$ cat config.mk
export PLATFORM = sky130hd
export DESIGN_NAME = power_pulsing_sequencer_flat
export DESIGN_NICKNAME = d
export VERILOG_FILES = /design/src/rtl/power_pulsing_sequencer_if.sv /design/src/rtl/power_pulsing_sequencer.sv /design/src/flat_wrapper.sv
export SDC_FILE = /design/constraint.sdc
export NUM_CORES = 1
export LEC_CHECK = 0
export BUFFER_PORTS_ARGS = -buffer_cell sky130_fd_sc_hd__buf_2
export CAP_MARGIN = 25
export CORE_UTILIZATION = 35
export DETAILED_ROUTE_END_ITERATION = 8
export PLACE_DENSITY = 0.62
export SLEW_MARGIN = 20
export SYNTH_ARGS = -nofsm -noshare
export SYNTH_HDL_FRONTEND = slang
export SYNTH_SLANG_ARGS = --single-unit
$ cat constraint.sdc
create_clock -name Clk -period 4.9 [get_ports Clk]
set_input_delay 0.245 -clock Clk [delete_from_list [all_inputs] [get_ports Clk]]
set_output_delay 0.245 -clock Clk [all_outputs]
set_load 0.005 [all_outputs]
$ cat src/rtl/power_pulsing_sequencer_if.sv
// Signal bundle between the acquisition controller and the power-pulsing
// sequencer. The sequencer connects through the slave modport and the
// controller/pin-stage side connects through the master modport.
interface power_pulsing_sequencer_if;
  logic       PowerPulsingEnable;
  logic       AcqRequest;
  logic       ReadoutDone;
  logic       PowerOnDigital;
  logic       PowerOnAnalog;
  logic       PowerOnDac;
  logic       PowerOnAdc;
  logic       PowerReady;
  logic       ReadoutTimeout;
  logic [2:0] SeqState;

  modport master (
    output PowerPulsingEnable, AcqRequest, ReadoutDone,
    input  PowerOnDigital, PowerOnAnalog, PowerOnDac, PowerOnAdc,
           PowerReady, ReadoutTimeout, SeqState
  );

  modport slave (
    input  PowerPulsingEnable, AcqRequest, ReadoutDone,
    output PowerOnDigital, PowerOnAnalog, PowerOnDac, PowerOnAdc,
           PowerReady, ReadoutTimeout, SeqState
  );
endinterface

$ cat src/rtl/power_pulsing_sequencer.sv
// Power-pulsing sequencer: ramps the front-end supplies in order
// (digital, analog, DAC/ADC) with settle delays, holds digital on through
// readout, and drops everything when pulsing is disabled.
// Optional macro PP_READOUT_TIMEOUT_EN adds a READOUT watchdog that returns
// to IDLE and pulses ReadoutTimeout if ReadoutDone never arrives.
//
// state   | meaning
// --------+--------------------------------------------------------------
// IDLE    | supplies off (PowerReady tracks !PowerPulsingEnable)
// DIG_UP  | digital on, waiting DIG_SETTLE before analog
// ANA_UP  | digital+analog on, waiting ANA_SETTLE before DAC/ADC
// DAC_UP  | all supplies on, waiting DAC_SETTLE before PowerReady
// ACTIVE  | all supplies on and settled, PowerReady high
// READOUT | digital held on until ReadoutDone
module power_pulsing_sequencer #(
  parameter logic [15:0] DIG_SETTLE      = 16'd100,
  parameter logic [15:0] ANA_SETTLE      = 16'd1000,
  parameter logic [15:0] DAC_SETTLE      = 16'd200,
  parameter logic [23:0] READOUT_TIMEOUT = 24'd1000000
) (
  input  logic                        Clk,
  input  logic                        Reset,
  power_pulsing_sequencer_if.slave    bus
);

  typedef enum logic [2:0] {
    IDLE    = 3'd0,
    DIG_UP  = 3'd1,
    ANA_UP  = 3'd2,
    DAC_UP  = 3'd3,
    ACTIVE  = 3'd4,
    READOUT = 3'd5
  } state_e;

  // Reload values are settle-1 so a stage lasts exactly max(settle,1) cycles.
  localparam logic [15:0] DIG_LOAD = (DIG_SETTLE == 16'd0) ? 16'd0 : DIG_SETTLE - 16'd1;
  localparam logic [15:0] ANA_LOAD = (ANA_SETTLE == 16'd0) ? 16'd0 : ANA_SETTLE - 16'd1;
  localparam logic [15:0] DAC_LOAD = (DAC_SETTLE == 16'd0) ? 16'd0 : DAC_SETTLE - 16'd1;

  state_e      state_q, state_d;
  logic [15:0] cnt_q, cnt_d;
  logic        dig_q, dig_d;
  logic        ana_q, ana_d;
  logic        dac_q, dac_d;
  logic        ready_q, ready_d;

`ifdef PP_READOUT_TIMEOUT_EN
  localparam logic [23:0] RTO_LOAD = (READOUT_TIMEOUT == 24'd0) ? 24'd0
                                                                : READOUT_TIMEOUT - 24'd1;
  logic [23:0] rto_cnt_q, rto_cnt_d;
  logic        tmo_q, tmo_d;
`endif

  // Next-state, settle timers and registered output decode of the next state.
  always_comb begin
    state_d = state_q;
    cnt_d   = cnt_q;
`ifdef PP_READOUT_TIMEOUT_EN
    rto_cnt_d = '0;
    tmo_d     = 1'b0;
`endif

    if (!bus.PowerPulsingEnable) begin
      state_d = IDLE;
      cnt_d   = '0;
    end else begin
      case (state_q)
        IDLE: begin
          if (bus.AcqRequest) begin
            state_d = DIG_UP;
            cnt_d   = DIG_LOAD;
          end
        end
        DIG_UP: begin
          if (!bus.AcqRequest) begin
            state_d = IDLE;
            cnt_d   = '0;
          end else if (cnt_q == '0) begin
            state_d = ANA_UP;
            cnt_d   = ANA_LOAD;
          end else begin
            cnt_d = cnt_q - 16'd1;
          end
        end
        ANA_UP: begin
          if (!bus.AcqRequest) begin
            state_d = IDLE;
            cnt_d   = '0;
          end else if (cnt_q == '0) begin
            state_d = DAC_UP;
            cnt_d   = DAC_LOAD;
          end else begin
            cnt_d = cnt_q - 16'd1;
          end
        end
        DAC_UP: begin
          if (!bus.AcqRequest) begin
            state_d = IDLE;
            cnt_d   = '0;
          end else if (cnt_q == '0) begin
            state_d = ACTIVE;
          end else begin
            cnt_d = cnt_q - 16'd1;
          end
        end
        ACTIVE: begin
          if (!bus.AcqRequest) begin
            state_d = READOUT;
`ifdef PP_READOUT_TIMEOUT_EN
            rto_cnt_d = RTO_LOAD;
`endif
          end
        end
        READOUT: begin
          if (bus.ReadoutDone) begin
            state_d = IDLE;
          end
`ifdef PP_READOUT_TIMEOUT_EN
          else if (rto_cnt_q == '0) begin
            state_d = IDLE;
            tmo_d   = 1'b1;
          end else begin
            rto_cnt_d = rto_cnt_q - 24'd1;
          end
`endif
        end
        default: begin
          state_d = IDLE;
          cnt_d   = '0;
        end
      endcase
    end

    dig_d   = (state_d != IDLE);
    ana_d   = (state_d == ANA_UP) || (state_d == DAC_UP) || (state_d == ACTIVE);
    dac_d   = (state_d == DAC_UP) || (state_d == ACTIVE);
    ready_d = (state_d == ACTIVE) || ((state_d == IDLE) && !bus.PowerPulsingEnable);
  end

  // State, timer and output registers with synchronous reset.
  always_ff @(posedge Clk) begin
    if (Reset) begin
      state_q <= IDLE;
      cnt_q   <= '0;
      dig_q   <= 1'b0;
      ana_q   <= 1'b0;
      dac_q   <= 1'b0;
      ready_q <= 1'b0;
    end else begin
      state_q <= state_d;
      cnt_q   <= cnt_d;
      dig_q   <= dig_d;
      ana_q   <= ana_d;
      dac_q   <= dac_d;
      ready_q <= ready_d;
    end
  end

`ifdef PP_READOUT_TIMEOUT_EN
  // Readout watchdog counter and its one-cycle expiry pulse.
  always_ff @(posedge Clk) begin
    if (Reset) begin
      rto_cnt_q <= '0;
      tmo_q     <= 1'b0;
    end else begin
      rto_cnt_q <= rto_cnt_d;
      tmo_q     <= tmo_d;
    end
  end

  assign bus.ReadoutTimeout = tmo_q;
`else
  assign bus.ReadoutTimeout = 1'b0;
`endif

  // DAC and ADC share one request; they always switch together.
  assign bus.PowerOnDigital = dig_q;
  assign bus.PowerOnAnalog  = ana_q;
  assign bus.PowerOnDac     = dac_q;
  assign bus.PowerOnAdc     = dac_q;
  assign bus.PowerReady     = ready_q;
  assign bus.SeqState       = state_q;

endmodule
$ cat src/flat_wrapper.sv
// flat-port wrapper written by rule: the top's interface ports become plain ports
module power_pulsing_sequencer_flat 
#(
  parameter logic [15:0] DIG_SETTLE      = 16'd100,
  parameter logic [15:0] ANA_SETTLE      = 16'd1000,
  parameter logic [15:0] DAC_SETTLE      = 16'd200,
  parameter logic [23:0] READOUT_TIMEOUT = 24'd1000000
)
  (Clk, Reset, bus_PowerPulsingEnable, bus_AcqRequest, bus_ReadoutDone, bus_PowerOnDigital, bus_PowerOnAnalog, bus_PowerOnDac, bus_PowerOnAdc, bus_PowerReady, bus_ReadoutTimeout, bus_SeqState);
  power_pulsing_sequencer_if bus_i ();
  input  logic Clk;
  input  logic Reset;
  input wire logic [$bits(bus_i.PowerPulsingEnable)-1:0] bus_PowerPulsingEnable;
  input wire logic [$bits(bus_i.AcqRequest)-1:0] bus_AcqRequest;
  input wire logic [$bits(bus_i.ReadoutDone)-1:0] bus_ReadoutDone;
  output wire logic [$bits(bus_i.PowerOnDigital)-1:0] bus_PowerOnDigital;
  output wire logic [$bits(bus_i.PowerOnAnalog)-1:0] bus_PowerOnAnalog;
  output wire logic [$bits(bus_i.PowerOnDac)-1:0] bus_PowerOnDac;
  output wire logic [$bits(bus_i.PowerOnAdc)-1:0] bus_PowerOnAdc;
  output wire logic [$bits(bus_i.PowerReady)-1:0] bus_PowerReady;
  output wire logic [$bits(bus_i.ReadoutTimeout)-1:0] bus_ReadoutTimeout;
  output wire logic [$bits(bus_i.SeqState)-1:0] bus_SeqState;
  assign bus_i.PowerPulsingEnable = bus_PowerPulsingEnable;
  assign bus_i.AcqRequest = bus_AcqRequest;
  assign bus_i.ReadoutDone = bus_ReadoutDone;
  assign bus_PowerOnDigital = bus_i.PowerOnDigital;
  assign bus_PowerOnAnalog = bus_i.PowerOnAnalog;
  assign bus_PowerOnDac = bus_i.PowerOnDac;
  assign bus_PowerOnAdc = bus_i.PowerOnAdc;
  assign bus_PowerReady = bus_i.PowerReady;
  assign bus_ReadoutTimeout = bus_i.ReadoutTimeout;
  assign bus_SeqState = bus_i.SeqState;
  power_pulsing_sequencer #(.DIG_SETTLE(DIG_SETTLE), .ANA_SETTLE(ANA_SETTLE), .DAC_SETTLE(DAC_SETTLE), .READOUT_TIMEOUT(READOUT_TIMEOUT)) u_core (.Clk(Clk), .Reset(Reset), .bus(bus_i));
endmodule
## After elaboration in Yosys (flattened, before gate mapping)

Cells that the tools add are included.

- Register bits after elaboration: 23
- Input port bits: 5
- Logic and storage cells: 51

- $add $sub $neg: 1
- Equal/unequal tests: 10
- Mux-type cells: 19
- Bitwise operators: 2
- Reductions and logical operators: 13

Operators by type and width:

| kind | number |
|---|---|
| $mux W16 | 7 |
| $pmux W16 S5 | 1 |
| $mux W3 | 10 |
| $pmux W3 S6 | 1 |
| $logic_not A16 Y1 | 1 |
| $sub A16 B1 Y16 const B | 1 |
| $eq A3 B2 Y1 const B | 4 |
| $eq A3 B3 Y1 const B | 3 |
| $logic_not A3 Y1 | 2 |
| $logic_or A1 B1 Y1 | 4 |
| $reduce_or A2 Y1 | 2 |
| $eq A3 B1 Y1 const B | 1 |
| $ne A3 B3 Y1 const B | 1 |
| $reduce_and A3 Y1 | 1 |
| $reduce_bool A3 Y1 | 1 |
| $ne A2 B2 Y1 const B | 1 |
| $not A1 Y1 | 2 |
| $logic_and A1 B1 Y1 | 1 |
| $logic_not A1 Y1 | 1 |

## Depth between registers and ports, before layout

- Word-level depth: 8
- Gate-level depth with buffers: 9

## Least setup slack after synthesis

Ideal clock, no wire load.

- Path kind: reg2reg
- From: register u_core.cnt_q[0]
- To: register u_core.cnt_q[6]
- Setup time: 117 ps
- Data arrival time: 1749 ps
- Required time: 4783 ps
- Path slack: 3034 ps
- Stages on the path, launching flop included: 10
- Buffers on the path: 1
- Clock period less this slack: 1866 ps
- Cells stage by stage: dfxtp_1 -> inv_1 -> ha_1 -> or3b_1 -> clkbuf_1 -> o31ai_1 -> o21ai_0 -> nor2_1 -> o21ai_0 -> a32o_1

- Word-level cells in the longest chain between the ends: 4

RTL lines:

| what | RTL line | source |
|---|---|---|
| from (decl) | power_pulsing_sequencer.sv:41 | `logic [15:0] cnt_q, cnt_d;` |
| from (signal assigned) | power_pulsing_sequencer.sv:151 | `cnt_q <= cnt_d;` |
| $sub A16 B1 Y16 or $logic_not A16 Y1 (tied branches) | - |  |
| $mux W16, on equally long branches | power_pulsing_sequencer.sv:100, power_pulsing_sequencer.sv:78, power_pulsing_sequencer.sv:89 |  |
| $mux W16, on equally long branches | power_pulsing_sequencer.sv:97, power_pulsing_sequencer.sv:75, power_pulsing_sequencer.sv:86 |  |
| $pmux W16 S5 | power_pulsing_sequencer.sv:67 | `case (state_q)` |

Parallel ways exist; a longest one is shown, timed or not. The select of a mux whose other input is x is not followed.
A chain may end at the register's enable or synchronous reset.

## Worst setup path after layout

- From: register u_core.state_q[1], in the netlist u_core.bus.SeqState[1]
- To: register u_core.cnt_q[3]

- Word-level cells in the longest chain between the ends: 4

RTL lines:

| what | RTL line | source |
|---|---|---|
| from (decl) | power_pulsing_sequencer.sv:40 | `state_e state_q, state_d;` |
| from (signal assigned) | power_pulsing_sequencer.sv:150 | `state_q <= state_d;` |
| branches (longest 4 deep; another with $pmux W16 S5) | - |  |

Several ways; the timed one is not identified.

==> impl_metrics.py <==
metrics = {
    "worst_setup_path": {
        "crit_path_start_kind": "flip-flop",
        "critical_path_class": "flip-flop to flip-flop",
        "critPathMaxFanout": 15,
        "worst_ep_arrival_time_ps": 2310,
        "required_ps": 5050,
        "worstSetupEndpointType": "flip-flop",
    },
    "grt": {
        "grt_pass1_wl_um": 5402,
        "grt_max_degree": 19,
        "grt_pass1_vias": 1113,
        "antenna_found_initial": 0,
        "gr-total-overflow": 0,
        "grt_use_total_pct": 16.63,
    },
    "synthesis": {
        "ys_types": 55,
        "yosys-top-cells-area": "dfxtp_1 (32%), nor2_1 (6.0%), a21oi_1 (4.9%), o21ai_0 (4.2%), nand2_1 (2.9%)",
        "synthXorXnorAreaFrac_pct": 5.434,
        "yosysWarnings": 0,
        "synth_edf_count": 0,
        "synthMuxAreaShare_pct": 0.7011,
        "synth_top_area_share_pct": 32.25,
        "synth_top_family_by_area": "simple AND/OR/NAND/NOR gates",
        "postSynth.asyncResetShare_pct": 0,
        "syn_inst": 171,
        "syn_avg_cell_area_um2": 8.349,
        "synth_ff_type": "dfxtp_1",
        "yosysTopAreaCell": "dfxtp_1",
        "ys_seq_area_share_pct": 32.25,
        "synthAdderAreaFrac_pct": 1.753,
        "syn_area_mm2": 0.001428,
        "ys_ff_latch": 23,
        "synthSimpleGateAreaFrac_pct": 29.01,
        "synth-compound-area-share_pct": 26.56,
        "synth_nets": 178,
    },
    "floorplanning": {
        "fp-row-count": 22,
        "io_pins": 14,
        "coreArea_mm2": 0.003799,
        "initial_core_util_pct": 37.58,
        "die_w_um": 65.87,
        "die-area_mm2": 0.004338,
        "die_h_um": 65.87,
    },
    "sta": {
        "fin_setup_tns_ps": 0,
        "tightest_slew_ps": 660.5,
        "finClkSkew_ps": 4.752,
        "setup_viol": 0,
        "fmax_mhz": 463.2,
        "rsz0062_at_grt": "false",
        "period_minus_slack_ps": 2159,
        "hold_viol_final": 0,
        "relSlewSlack_pct": 55.87,
        "fin_worst_hold_slack_ps": 208.5,
        "fin_crit_sh_pct": 44.06,
        "slew_violations": 0,
    },
    "power_and_ir_drop": {
        "power.leakage_uw": 0.0005995,
        "sw_frac_of_total_pct": 31.66,
        "combinationalPowerShare_pct": 24.2,
        "seqPwrFrac_pct": 47.4,
        "peakVddDrop_mv": 0.1181,
        "internal_power_uw": 289.3,
        "power_density_mw_per_mm2": 272.4,
        "switchingPower_uw": 134.0,
        "clockPowerShare_pct": 28.4,
    },
    "clocking": {
        "cts.path.max_buffers": 2,
        "cts_sinks": 23,
        "path_clk_slew_ps": 80,
        "cts_buffers": 3,
        "cts_resized": 0,
        "cts_tree": "done",
        "worstSkewPairLatency_ps": 270,
        "ctsHoldBuffers": 0,
        "clockRootBuffer": "clkbuf_8",
        "post_cts_buffers": 0,
        "htree_num_levels": 1,
    },
    "routing": {
        "routed_wl_um": 3251,
        "drc_errors": 0,
        "first_pass_iters": 4,
        "ant_nets": 0,
        "wire_per_inst_um": 14.26,
        "vias": 1296,
        "drtIter0Drc": 101,
        "avgViaCountPerCell": 5.684,
    },
    "outcome": {
        "status": "finished clean",
    },
    "layout": {
        "fin_nets": 188,
        "drive_gt1_share_pct": 17.22,
        "diodes": 0,
        "syn2layout_area_growth_pct": 8.852,
        "num-fill-cells": 406,
    },
    "min_path": {
        "hp-class": "primary input to flip-flop",
    },
    "placed_design": {
        "dpl.hpwl_um": 2387,
        "globalplace.congestion": 0.8599,
        "portBuffers": 12,
    },
    "job": {
        "cap_violations": 0,
    },
}
## power by group through the flow
stage | Sequential (uW) | Clock [uW] | Combinational, uW
2_1_floorplan | 202 | 0 | 84.3
3_3_place_gp | 205 | 0 | 103
3_5_place_dp | 205 | 0 | 101
4_1_cts | 200 | 127 | 101
5_1_grt | 201 | 134 | 115
6_report | 201 | 120 | 103
## state kept, by name, indices dropped and copies added, names as in the netlist
name / flops
u_core.cnt_q: 16
u_core.bus.SeqState: 3
u_core.bus.PowerOnAdc: 1
u_core.bus.PowerOnAnalog: 1
u_core.bus.PowerOnDigital: 1
u_core.bus.PowerReady: 1
## placed cells by master (no fill, tap or decap), types with 2 or more instances in the layout
master,netlist,routed
clkbuf_8,0,3
a41o_1,2,2
o211ai_1,2,2
o21ai_0,12,12
nand2b_1,5,5
dfxtp_1,23,23
ha_1,2,2
nor2_1,23,23
inv_1,5,5
nand3_1,6,6
nor3_1,4,4
a31oi_1,2,2
xnor2_1,3,3
and2_1,2,2
nor2_2,2,2
a211oi_1,4,4
nand2_1,11,11
nand4_1,2,2
buf_2,1,12
a21oi_1,14,14
o221a_2,2,2
nor2b_1,2,2
nor4_1,2,2
xor2_1,4,4
a32o_1,2,2
## final cells by class
cell class | instances | area, um^2 | area share, %
flip-flops and latches | 23 | 460.4 | 29.63
multi-input cells | 136 | 909.6 | 58.53
well taps | 48 | 60.06 | 3.865
inverters | 5 | 18.77 | 1.208
repair buffers | 12 | 60.06 | 3.865
clock buffers | 4 | 45.04 | 2.899
## worst max-delay path: stages (launching register included)
cell and delay [ps]:
dfxtp_1 710, inv_1 230, o21a_1 270, a31o_2 310, nor4_1 290, xnor2_1 170, nor2_1 50
## cell families (layout without fill, tap and decap cells)
family | count (synthesis) | after routing
adder cells (fa/ha/maj) | 2 | 2
flip-flops | 23 | 23
AO/OA/AOI/OAI | 51 | 51
AND/OR/NAND/NOR | 73 | 73
other | 1 | 1
multiplexers | 1 | 1
buffers and inverters | 12 | 21
XOR/XNOR | 8 | 8
## final timing paths
kind                                                        start                                   end  slack [ps]  cells after the start
worst max-delay path            u_core.bus.SeqState[1]$_SDFF_PP0_          u_core.cnt_q[3]$_SDFFE_PP0P_        2740                      6
worst min-delay path                                        Reset  u_core.bus.PowerOnDigital$_SDFF_PP0_         210                      2
worst max register to register  u_core.bus.SeqState[1]$_SDFF_PP0_          u_core.cnt_q[3]$_SDFFE_PP0P_        2740                      6
worst min register to register      u_core.cnt_q[14]$_SDFFE_PP0P_         u_core.cnt_q[14]$_SDFFE_PP0P_         520                      2
## routing by layer
| layer | track usage, % | routed length [um] | vias up |
|---|---|---|---|
| met5 | 0 | 0 | - |
| met4 | 8.967 | 63 | 0 |
| met3 | 2.586 | 227 | 5 |
| met2 | 23.47 | 1381 | 50 |
| met1 | 23.74 | 1578 | 592 |
| li1 | - | - | 649 |
## synthesized netlist by cell type (3+ instances only)
cell type  instances
dfxtp_1           23
nor3_1             4
nor2_1            23
o21ai_0           12
xnor2_1            3
buf_4              3
nand2b_1           5
nand2_1           11
a211oi_1           4
xor2_1             4
inv_1              5
nand3_1            6
a21oi_1           14
## stage by stage
stage	instance area (um^2)	std cells	setup WS, ps	power [uW]	utilization (%)
CTS	1554	228	2802	428.5	40.91
global route	1554	228	2586	450.4	40.91
finish	1554	228	2741	423.3	40.91
detailed placement	1509	224	2809	305.9	39.72
floorplan	1428	171	3034	286.5	-
global placement	1509	224	2795	307.5	39.72
No activity file was read; power rests on OpenSTA's default activity.
